===== src/rtl/ccc_lock_supervisor.sv =====
// Power-up sequencer and lock supervisor for one fabric CCC/PLL instance.
// Pulses the PLL reset, qualifies LOCK, and releases a fabric reset once lock has been stable long enough.
module ccc_lock_supervisor #(
  parameter int ARST_CYCLES         = 16,
  parameter int LOCK_STABLE_CYCLES  = 1024,
  parameter int LOCK_TIMEOUT_CYCLES = 65536,
  parameter int MAX_RETRIES         = 3,
  parameter int CNT_W               = 17
) (
  input  logic       PCLK,
  input  logic       PRESET_N,
  input  logic       LOCK,
  input  logic       ENABLE,
  output logic       PLL_POWERDOWN_N,
  output logic       PLL_ARST_N,
  output logic       FABRIC_RESET_N,
  output logic       LOCKED,
  output logic       FAULT,
  output logic [7:0] RELOCK_COUNT,
  output logic [2:0] STATE
);

  localparam int RETRY_W = $clog2(MAX_RETRIES + 1);

  typedef enum logic [2:0] {
    ST_OFF       = 3'd0,
    ST_RESET_PLL = 3'd1,
    ST_WAIT_LOCK = 3'd2,
    ST_STABILIZE = 3'd3,
    ST_RUN       = 3'd4,
    ST_FAULT     = 3'd5
  } state_t;

  state_t             state, state_next;
  logic               sync_ff, lock_s;
  logic [CNT_W-1:0]   timer, to_cnt;
  logic [RETRY_W-1:0] retry, retry_next;
  logic               timeout, relock_evt;
  logic               in_window, next_in_window;

  // The timeout window spans WAIT_LOCK and STABILIZE so that lock chatter cannot restart it.
  assign in_window      = (state == ST_WAIT_LOCK) || (state == ST_STABILIZE);
  assign next_in_window = (state_next == ST_WAIT_LOCK) || (state_next == ST_STABILIZE);
  assign timeout        = (to_cnt == CNT_W'(LOCK_TIMEOUT_CYCLES - 1));

  always_comb begin
    // NOTE: every signal driven here gets a default first, so no path can infer a latch.
    state_next = state;
    retry_next = retry;
    relock_evt = 1'b0;
    if (state == ST_OFF) retry_next = '0;

    if (!ENABLE) begin
      state_next = ST_OFF;
    end else begin
      case (state)
        ST_OFF:       state_next = ST_RESET_PLL;
        ST_RESET_PLL: if (timer == CNT_W'(ARST_CYCLES - 1)) state_next = ST_WAIT_LOCK;
        ST_WAIT_LOCK, ST_STABILIZE: begin
          if (timeout) begin
            retry_next = retry + 1'b1;
            state_next = (retry_next == RETRY_W'(MAX_RETRIES)) ? ST_FAULT : ST_RESET_PLL;
          end else if (state == ST_WAIT_LOCK) begin
            if (lock_s) state_next = ST_STABILIZE;
          end else if (!lock_s) begin
            state_next = ST_WAIT_LOCK;
          end else if (timer == CNT_W'(LOCK_STABLE_CYCLES - 1)) begin
            state_next = ST_RUN;
            retry_next = '0;
          end
        end
        ST_RUN: begin
          if (!lock_s) begin
            state_next = ST_RESET_PLL;
            relock_evt = 1'b1;
          end
        end
        ST_FAULT:     state_next = ST_FAULT;
        default:      state_next = ST_OFF;
      endcase
    end
  end

  always_ff @(posedge PCLK) begin
    // NOTE: non-blocking assignments, so every register here sees the pre-edge values of the others.
    if (!PRESET_N) begin
      state           <= ST_OFF;
      sync_ff         <= 1'b0;
      lock_s          <= 1'b0;
      timer           <= '0;
      to_cnt          <= '0;
      retry           <= '0;
      PLL_POWERDOWN_N <= 1'b0;
      PLL_ARST_N      <= 1'b0;
      FABRIC_RESET_N  <= 1'b0;
      LOCKED          <= 1'b0;
      FAULT           <= 1'b0;
      RELOCK_COUNT    <= '0;
    end else begin
      state   <= state_next;
      sync_ff <= LOCK;
      lock_s  <= sync_ff;
      timer   <= (state_next == state && (state == ST_RESET_PLL || state == ST_STABILIZE))
                 ? timer + 1'b1 : '0;
      to_cnt  <= (in_window && next_in_window) ? to_cnt + 1'b1 : '0;
      retry   <= retry_next;

      // Outputs are decoded from the next state so they change on the same edge as STATE.
      PLL_POWERDOWN_N <= (state_next != ST_OFF) && (state_next != ST_FAULT);
      PLL_ARST_N      <= next_in_window || (state_next == ST_RUN);
      FABRIC_RESET_N  <= (state_next == ST_RUN);
      LOCKED          <= (state_next == ST_RUN);
      if (state_next == ST_FAULT) FAULT <= 1'b1;
      if (relock_evt && RELOCK_COUNT != 8'hFF) RELOCK_COUNT <= RELOCK_COUNT + 8'd1;
    end
  end

  assign STATE = state;

endmodule


===== config.mk =====
export PLATFORM = sky130hd
export DESIGN_NAME = ccc_lock_supervisor
export DESIGN_NICKNAME = d
export VERILOG_FILES = /design/src/rtl/ccc_lock_supervisor.sv
export SDC_FILE = /design/constraint.sdc
export NUM_CORES = 1
export LEC_CHECK = 0
export CORE_UTILIZATION = 54
export CTS_BUF_LIST = sky130_fd_sc_hd__clkbuf_8
export DETAILED_ROUTE_END_ITERATION = 10
export HOLD_SLACK_MARGIN = 0.02
export PLACE_DENSITY = 0.76
export SLEW_MARGIN = 20
export SYNTH_ARGS = -nofsm -noshare
export SYNTH_HDL_FRONTEND = slang
export SYNTH_SLANG_ARGS = --single-unit

===== constraint.sdc =====
create_clock -name PCLK -period 2.4 [get_ports PCLK]
set_input_delay 0.24 -clock PCLK [delete_from_list [all_inputs] [get_ports PCLK]]
set_output_delay 0.24 -clock PCLK [all_outputs]
set_load 0.005 [all_outputs]

Word-level counts from Yosys, hierarchy flattened. Cells that the tools add are included. W data, S select, Z words.

$add $sub $neg: 4. Eq/ne operators: 16. Multiplexer cells: 20. Reduce and logical (&&, ||, !) cells: 13.

Operators by type and width (number): $add A17 B1 Y17 const B (2); $mux W3 (9); $eq A17 B10 Y1 const B (1); $eq A17 B16 Y1 const B (1); $eq A17 B4 Y1 const B (1); $pmux W3 S5 (1); $mux W2 (7); $eq A3 B2 Y1 const B (4); $eq A3 B3 Y1 const B (4); $add A8 B1 Y8 const B (1); $ne A8 B8 Y1 const B (1); $logic_and A1 B1 Y1 (4); $logic_or A1 B1 Y1 (4); $reduce_and A2 Y1 (2); $eq A3 B1 Y1 const B (1); $eq A3 B3 Y1 (1); $logic_not A3 Y1 (1); $mux W1 (3); $ne A3 B3 Y1 const B (1); $reduce_bool A3 Y1 (1); $add A2 B1 Y2 const B (1); $eq A2 B2 Y1 const B (1); $reduce_or A2 Y1 (1).

Flip-flop bits (word level): 53. Input port bits: 4. Output and inout port bits: 16. Word-level logic and storage cells: 64.

Longest topological paths before layout. Gate-level depths: netlist of run 1.

Depth in word-level cells: 11. Mapped depth: 10. Gate-level depth less buffers: 10.

Worst setup path before layout of run 1. No wires, ideal clock.

Path type: register to register. Start: register to_cnt[2]. End: register FAULT. Library setup time: 117 ps. Arrival: 2301 ps. Setup slack: -18 ps. Stages on the path, launching flop included: 11. Clock period less this slack: 2418 ps. Path through: dfxtp_1 > and4_1 > nand4_1 > nor2_1 > and3_1 > ha_1 > a21oi_1 > o21ai_0 > a211o_1 > clkinv_2 > a22o_1.

Word-level cells in the longest chain between the ends: 5.

Ends and longest elaborated chain: start, declared (RTL line 36) `logic [CNT_W-1:0] timer, to_cnt;`; start signal, assigned (RTL line 105) `to_cnt <= (in_window && next_in_window) ? to_cnt + 1'b1 : '0;`; $eq A17 B16 Y1 (RTL line 44) `assign timeout = (to_cnt == CNT_W'(LOCK_TIMEOUT_CYCLES - 1));`; $mux W3 (RTL line 60) `if (timeout) begin`; $pmux W3 S5 (RTL line 56) `case (state)`; $mux W3 (RTL line 53) `if (!ENABLE) begin`; $eq A3 B3 Y1 (RTL line 113) `if (state_next == ST_FAULT) FAULT <= 1'b1;`; end signal, assigned (RTL line 97) `FAULT <= 1'b0;`; end signal, assigned (RTL line 113); end, declared (RTL line 18) `output logic FAULT,`.

No other way between the ends. A chain may end at the register's enable or synchronous reset.

Worst setup path after layout of run 1.
Start: register to_cnt[2]. End: register timer[7].

Word-level cells in the longest chain between the ends: 7.

Ends and longest elaborated chain: $eq A17 B16 Y1 (RTL line 44); $mux W3 (RTL line 60); $pmux W3 S5 (RTL line 56); $mux W3 (RTL line 53); $eq A3 B3 Y1 (RTL line 103) `timer <= (state_next == state && (state == ST_RESET_PLL || state == ST_STABILIZE))`; $logic_and A1 B1 Y1 (RTL line 103); $reduce_and A2 Y1 (no source line); end signal, assigned (RTL line 103); end, declared (RTL line 36).

No other way between the ends.

==> impl_metrics.env, run 1 <==
export IMPL_dp_cells=342
export IMPL_layout_commonest_cell="dfxtp_1"
export IMPL_setup_viol=0
export IMPL_clock_fmax_mhz=447
export IMPL_routed_wl_um=4910
export IMPL_syn_area_per_cell_um2=9.31
export IMPL_critPathSlowestCell="dfxtp_1"
export IMPL_layout_cells_non_filler=355
export IMPL_die_w_um=69.5
export IMPL_cp_data_arrival_time_ns=2.47
export IMPL_start_util_pct=56.4
export IMPL_route_detailed_vias_per_inst=5.61
export IMPL_fin_setup_tns_ns=0
export IMPL_top_usage_layer="met2"
export IMPL_core_um2=4350
export IMPL_timing_rr_end="timer[7]$_SDFF_PN0_"
export IMPL_netlist_area_leader_share_pct=43.2
export IMPL_cp_end_kind="register"
export IMPL_insertedDiodeCount=0
export IMPL_synthArstFlopShare_pct=0
export IMPL_p_leak_nw=1.00
export IMPL_antenna_found_initial=0
export IMPL_rrSetupSlack_ns=0.16
export IMPL_port_buffers=19
export IMPL_pwr_density_cell_nw_per_um2=515
export IMPL_synth_cell_type_count=50
export IMPL_netlist_instances=264
export IMPL_synth_edff_count=0
export IMPL_yosys_area_share_simple_pct=29.5
export IMPL_synth_adder_area_share_pct=2.55
export IMPL_clkTransAtPathRegs_ns=0.09
export IMPL_crit_fanout=5
export IMPL_dieArea_um2=4820
export IMPL_ff_latch_area_um2=1060
export IMPL_synth_top_area_cell="dfxtp_1"
export IMPL_ys_ff_latch=53
export IMPL_pin_count=20
export IMPL_vias=1991
export IMPL_grtUsageMet1_pct=29.0
export IMPL_hold_start="sync_ff$_SDFF_PN0_"
export IMPL_rsz0062_at_grt="false"
export IMPL_drt_initial_drc_count=121
export IMPL_grt_pass1_vias=1868
export IMPL_dp_hpwl_um=3400
export IMPL_finalHoldViolations=0
export IMPL_synth_compound_area_share_pct=8.15
export IMPL_worstSetupPathType="register to register"
export IMPL_layout_drive_gt1_share_pct=18.5
export IMPL_max_slew_margin_pct=53.0
export IMPL_grt_usage_pct=21.4
export IMPL_cpMostUsedCell="buf_4"
export IMPL_whs_path_depth=1
export IMPL_clock_latency_ns=0.30
export IMPL_cts_tree="done"
export IMPL_nets=311
export IMPL_critPathMaxStageDelay_ns=0.35
export IMPL_final_antenna_net_count=0
export IMPL_grt_max_degree=19
export IMPL_worstMarginPinSlew_ns=0.699
export IMPL_start_kind="register"
export IMPL_drc_errors=0
export IMPL_rows=24
export IMPL_muxShareOfSynthArea_pct=0.407
export IMPL_drtPass1Iterations=4
export IMPL_synth_warnings=0
export IMPL_yosys_most_used_dff="dfxtp_1"
export IMPL_detail_route_wl_per_cell_um=13.8
export IMPL_min_period_ns=2.24
export IMPL_cts_buffer_depth=2
export IMPL_ctsHoldBuffers=0
export IMPL_cts_buffers=5
export IMPL_fill_cells=346
export IMPL_cts_sinks=53
export IMPL_clock_skew_ns=0.00872
export IMPL_syn2layout_area_growth_pct=20.2
export IMPL_synth_net_count=273
export IMPL_synth_xor_area_share_pct=12.5
export IMPL_status="finished clean"
export IMPL_grt_first_pass_wirelength_um=8430
export IMPL_netlist_area_um2=2460
export IMPL_multi_input_area_um2=1340
export IMPL_die_h_um=69.5
export IMPL_synth_top_family_by_area="simple AND/OR/NAND/NOR gates"
export IMPL_cp_cell_sequence="and4_4 -> nand4_1 -> nor2_2 -> and3_4 -> ha_4 -> nor2_1 -> a311oi_2 -> buf_4 -> a22oi_2 -> buf_4 -> nor3_1"
export IMPL_vdd_drop_max_mv=0.399
export IMPL_whs_endpoint="lock_s$_SDFF_PN0_"
export IMPL_required_ns=2.63
export IMPL_layout_common_cells="dfxtp_1 (52), nor2_1 (34), nand2_1 (20)"
export IMPL_r2r_start="to_cnt[2]$_SDFF_PN0_"
export IMPL_reg2reg_depth=11
export IMPL_hold_path_class="register to register"
export IMPL_clock_root_buffer="clkbuf_8"
export IMPL_cap_violations=0
export IMPL_utilization_pct=67.8
export IMPL_grt_use_met2_pct=34.0
export IMPL_fin_crit_sh_pct=93.2
export IMPL_yosysSeqAreaShare_pct=43.2
export IMPL_overflow=0
export IMPL_netlist_top_cells_area="dfxtp_1 (43%), xnor2_1 (6.8%), xor2_1 (5.7%)"
export IMPL_gp_congestion=0.888
export IMPL_h_tree_depth=2
export IMPL_grt_met3_usage_pct=4.36
export IMPL_finalMaxSlewViolations=0
==> flip-flops by register name, indices dropped and copies added, names as in the netlist <==
register	cells
to_cnt	17
LOCKED	1
sync_ff	1
retry	2
PLL_POWERDOWN_N	1
STATE	3
timer	17
FAULT	1
lock_s	1
RELOCK_COUNT	8
PLL_ARST_N	1
==> Yosys cell counts (2+ instances only) <==
| cell type | number |
|---|---|
| a31oi_1 | 2 |
| and4_2 | 2 |
| nand4_1 | 6 |
| nor2_1 | 35 |
| xor2_1 | 16 |
| nor3b_1 | 3 |
| nor3_2 | 10 |
| and3_1 | 5 |
| nand3_1 | 12 |
| nor4_1 | 2 |
| nor3_1 | 17 |
| nand2_1 | 20 |
| xnor2_1 | 19 |
| ha_1 | 5 |
| o21ai_0 | 4 |
| or4_1 | 2 |
| a21oi_1 | 6 |
| and3_2 | 2 |
| buf_2 | 3 |
| or3_1 | 3 |
| dfxtp_1 | 53 |
| inv_1 | 8 |
| and2_1 | 2 |
==> kinds of logic after synthesis <==
logic type / after synthesis
AOI/OAI and AO/OA: 24
DFF: 53
buffers and inverters: 16
xor gates and xnor gates: 35
and+or+nand+nor: 130
muxes: 1
adders and majority gates: 5
==> repair_timing <==
item | 4_1_cts | 5_1_grt
setup buffers | 4 | 0
cloned | 1 | 0
pin swaps | 3 | 1
gates resized for setup | 0 | 7
setup endpoints to repair | 3 | 22
==> area by class of cell <==
cell class / count / area share, %
clock inverter: 3 / 1.57
sequential: 53 / 36.0
timing repair buffer: 36 / 11.2
multi-input combinational: 196 / 45.4
tap: 52 / 2.20
clock buffer: 5 / 2.33
inverter: 10 / 1.31
==> metrics by stage <==
step,setup WS (ns),power [W],instance area (um2),hold WS (ns)
CTS,0.0409,0.00153,2930,0.454
finish,0.162,0.00152,2950,0.450
detailed placement,0.00104,0.000940,2770,0.430
floorplan,0.0392,0.000921,2460,0.362
global route,0.000701,0.00157,2950,0.478
global placement,0.126,0.000940,2770,0.415
==> power breakdown <==
part	internal (W)	leakage (nW)	switching, W
logic	0.0000168	0.521	0.0000185
clock network	0.000312	0.0543	0.000289
registers	0.000882	0.428	0.00000217
==> routing by layer <==
| metal | vias up | wire (um) |
|---|---|---|
| li1 | 992 | - |
| met1 | 954 | 2390 |
| met2 | 39 | 2290 |
| met3 | 6 | 166 |
| met4 | 0 | 55 |
| met5 | - | 0 |
==> worst max-delay path by stage <==
stage	start	endpoint
floorplan	to_cnt[2]$_SDFF_PN0_	timer[10]$_SDFF_PN0_
global placement	to_cnt[0]$_SDFF_PN0_	timer[7]$_SDFF_PN0_
detailed placement	to_cnt[5]$_SDFF_PN0_	timer[6]$_SDFF_PN0_
CTS	to_cnt[5]$_SDFF_PN0_	timer[7]$_SDFF_PN0_
global route	to_cnt[2]$_SDFF_PN0_	timer[7]$_SDFF_PN0_
finish	to_cnt[2]$_SDFF_PN0_	timer[7]$_SDFF_PN0_
==> critical path, delay by kind of cell, from the launching register on <==
family,cells,cell delay (ns)
buffers and inverters,2,0.37
AO/OA/AOI/OAI,2,0.33
flip-flops,1,0.35
adder cells (fa/ha/maj),1,0.16
AND/OR/NAND/NOR,6,0.96
(Power assumes the default switching activity.)
==> run 2, diff against run 1 <==
--- a/config.mk
+++ b/config.mk
@@ -5,9 +5,11 @@
 export SDC_FILE = /design/constraint.sdc
 export NUM_CORES = 1
 export LEC_CHECK = 0
+export ABC_AREA = 1
 export CORE_UTILIZATION = 54
 export CTS_BUF_LIST = sky130_fd_sc_hd__clkbuf_8
 export DETAILED_ROUTE_END_ITERATION = 10
+export GPL_ROUTABILITY_DRIVEN = 0
 export HOLD_SLACK_MARGIN = 0.02
 export PLACE_DENSITY = 0.76
 export SLEW_MARGIN = 20
==> run 2 against run 1 <==
Effect of this change: the run now ends with DRC, setup timing left; final cell count rose by 16%; sequential share of layout area down 1.3 points; routed wire length rose by 1.8%; largest cell class unchanged; clock skew decreased by 0.0058 ns; register-to-register slack got worse by 0.23 ns; non-clock buffer count is 12 lower; sequential power about the same; clock-buffer cell count rose by 1; critical path depth grew 3.
==> impl_metrics.env, run 2 <==
export IMPL_detailed_place_area_um2=2820
export IMPL_r2r_start="to_cnt[1]$_SDFF_PN0_"
export IMPL_yosys_most_used_dff="dfxtp_1"
export IMPL_dieArea_um2=5070
export IMPL_top_regs="timer x17, to_cnt x17, RELOCK_COUNT x8"
export IMPL_fin_crit_sh_pct=103
export IMPL_nets=369
export IMPL_worstSetupPathType="register to register"
export IMPL_detail_route_wl_per_cell_um=12.1
export IMPL_finalMaxSlewViolations=0
export IMPL_synth_compound_area_share_pct=5.08
export IMPL_final_antenna_net_count=0
export IMPL_layout_commonest_cell="nand2_1"
export IMPL_grt_max_degree=19
export IMPL_overflow=0
export IMPL_crit_cells=14
export IMPL_setup_viol=8
export IMPL_drc_errors=4
export IMPL_clock_fmax_mhz=406
export IMPL_min_period_ns=2.46
export IMPL_cts_buffer_depth=2
export IMPL_yosys_area_share_simple_pct=35.3
export IMPL_netlist_instances=333
export IMPL_synth_cell_type_count=33
export IMPL_pwr_density_cell_nw_per_um2=471
export IMPL_worst_slack_ns=-0.0639
export IMPL_rrSetupSlack_ns=-0.06
export IMPL_core_um2=4470
export IMPL_die_w_um=71.2
export IMPL_cts_sinks=53
export IMPL_synth_adder_area_share_pct=2.42
export IMPL_p_leak_nw=1.19
export IMPL_crit_end="timer[9]$_SDFF_PN0_"
export IMPL_ys_ff_latch=53
export IMPL_hold_path_class="register to register"
export IMPL_clkTransAtPathRegs_ns=0.09
export IMPL_critPathMaxStageDelay_ns=0.36
export IMPL_reg2reg_depth=14
export IMPL_rsz0062_at_grt="true"
export IMPL_die_h_um=71.2
export IMPL_critical_path_top_delay_family="simple AND/OR/NAND/NOR gates"
export IMPL_dp_hpwl_um=3320
export IMPL_layout_drive_gt1_share_pct=18.6
export IMPL_pin_count=20
export IMPL_port_buffers=19
export IMPL_clock_skew_ns=0.00291
export IMPL_drtPass1Iterations=8
export IMPL_grt_pass1_vias=1888
export IMPL_layout_common_cells="nand2_1 (59), dfxtp_1 (51), inv_1 (41)"
export IMPL_muxShareOfSynthArea_pct=0
export IMPL_yosysSeqAreaShare_pct=41.1
export IMPL_start_kind="register"
export IMPL_vdd_drop_max_mv=0.365
export IMPL_cp_data_arrival_time_ns=2.70
export IMPL_synth_xor_area_share_pct=7.46
export IMPL_h_tree_depth=2
export IMPL_max_slew_margin_pct=58.3
export IMPL_synthTopCellsByCount="nand2_1 (62), dfxtp_1 (53), inv_1 (43)"
export IMPL_crit_fanout=8
export IMPL_fin_area_um2=3070
export IMPL_fin_hold_ws_ns=0.432
export IMPL_routed_wl_um=5000
export IMPL_clock_root_buffer="clkbuf_8"
export IMPL_cts_tree="done"
export IMPL_critical_path_startpoint="to_cnt[1]$_SDFF_PN0_"
export IMPL_synth_edff_count=0
export IMPL_synth_top_area_cell="dfxtp_1"
export IMPL_cts_buffers=5
export IMPL_worstMarginPinSlew_ns=0.621
export IMPL_critPathSlowestCell="dfxtp_2"
export IMPL_crit_buf_inv=2
export IMPL_cp_end_kind="register"
export IMPL_fill_cells=378
export IMPL_yosysMostFrequentCell="nand2_1"
export IMPL_netlist_area_um2=2580
export IMPL_finalHoldViolations=0
export IMPL_antenna_found_initial=0
export IMPL_required_ns=2.63
export IMPL_start_util_pct=57.7
export IMPL_netlist_area_leader_share_pct=41.1
export IMPL_synth_net_count=342
export IMPL_grt_usage_pct=19.2
export IMPL_clock_latency_ns=0.30
export IMPL_syn_area_per_cell_um2=7.76
export IMPL_synthArstFlopShare_pct=0
export IMPL_cap_violations=0
export IMPL_cp_cell_sequence="ha_4 -> nand2_4 -> nor2_4 -> inv_2 -> nor3_4 -> nand2_2 -> nor4_4 -> ha_2 -> inv_4 -> nand3_2 -> nand2_2 -> nand3_4 -> nand3_4 -> nor3_2"
export IMPL_synth_top_family_by_area="simple AND/OR/NAND/NOR gates"
export IMPL_status="complete, but fails checks"
export IMPL_netlist_top_cells_area="dfxtp_1 (41%), nand2_1 (9.0%), inv_1 (6.2%)"
export IMPL_insertedDiodeCount=0
export IMPL_syn2layout_area_growth_pct=18.9
export IMPL_grt_first_pass_wirelength_um=7780
export IMPL_ctsHoldBuffers=0
export IMPL_synth_warnings=0
export IMPL_rows=24
export IMPL_vias=2167
export IMPL_drt_initial_drc_count=100
export IMPL_violations="DRC, setup timing"
export IMPL_route_detailed_vias_per_inst=5.26
export IMPL_timing_rr_end="timer[9]$_SDFF_PN0_"
## run 2: cell families (layout without fill, tap and decap cells)
group                    Yosys count  count (layout)
adder cells (fa/ha/maj)            5               5
XOR/XNOR                          22              22
AO/OA/AOI/OAI                     25              25
flip-flops                        53              53
buffers and inverters             52              77
AND/OR/NAND/NOR                  176             178
## run 2: layout make-up
| type | count | area (um2) | area share, % |
|---|---|---|---|
| clock inverters | 1 | 7.51 | 0.244 |
| well taps | 52 | 65.1 | 2.12 |
| repair buffers | 24 | 240 | 7.82 |
| inverters | 46 | 175 | 5.70 |
| clock buffers | 6 | 82.6 | 2.69 |
| flip-flops and latches | 53 | 1070 | 34.7 |
| multi-input cells | 230 | 1440 | 46.7 |
## run 2: worst min path at each step
| stage | startpoint | to | slack [ns] | cells after the start |
|---|---|---|---|---|
| after CTS | sync_ff$_SDFF_PN0_ | lock_s$_SDFF_PN0_ | 0.43 | 2 |
| after global placement | sync_ff$_SDFF_PN0_ | lock_s$_SDFF_PN0_ | 0.40 | 2 |
| after detailed placement | sync_ff$_SDFF_PN0_ | lock_s$_SDFF_PN0_ | 0.41 | 2 |
| after global routing | sync_ff$_SDFF_PN0_ | lock_s$_SDFF_PN0_ | 0.46 | 2 |
| after floorplan | LOCK | sync_ff$_SDFF_PN0_ | 0.34 | 2 |
| final | sync_ff$_SDFF_PN0_ | lock_s$_SDFF_PN0_ | 0.43 | 2 |
## run 2: through the flow
stage               setup TNS (ns)  power [W]  worst slack (ns)  instances  util, %
global route                 -4.19    0.00150            -0.177        412     68.7
detailed placement               0   0.000956           0.00759        402     62.9
global placement                 0   0.000955             0.176        402     62.9
floorplan                        0   0.000940             0.171        333        -
finish                      -0.236    0.00145           -0.0639        412     68.7
CTS                              0    0.00145            0.0465        409     65.1
## run 2: timing repair
item / in CTS / in global routing
pin swaps: 0 / 13
endpoints found under the setup margin: 7 / 39
gates cloned: 0 / 2
buffers inserted: 0 / 1
resized for setup: 1 / 33
## run 2: power by group
part | total (W) | leakage, nW | internal [W] | switching [W]
Clock | 0.000502 | 0.0433 | 0.000228 | 0.000273
Sequential | 0.000885 | 0.429 | 0.000881 | 0.00000395
Combinational | 0.0000601 | 0.714 | 0.0000228 | 0.0000374
Total | 0.00145 | 1.19 | 0.00113 | 0.000315
## run 2: metal layers
metal	global-route usage, %	vias to the layer above	part of all wire, %
li1	-	1125	-
met2	32.9	38	49
met1	23.6	998	47
met4	7.11	0	1.1
met3	4.42	6	3.3
met5	0	-	0
## run 2: worst reg2reg max path, delay by kind of cell, from the launching register on
kind,cells,cell delay (ns)
fa+ha+maj,2,0.41
simple gates,10,1.51
flops,1,0.36
buf+inv,2,0.12
==> run 3, diff against run 2 <==
--- a/config.mk
+++ b/config.mk
@@ -12,7 +12,6 @@
 export GPL_ROUTABILITY_DRIVEN = 0
 export HOLD_SLACK_MARGIN = 0.02
 export PLACE_DENSITY = 0.76
-export SLEW_MARGIN = 20
 export SYNTH_ARGS = -nofsm -noshare
 export SYNTH_HDL_FRONTEND = slang
 export SYNTH_SLANG_ARGS = --single-unit
==> results of run 3 <==
Final layout, timing and power as in run 2 (identical DEF).
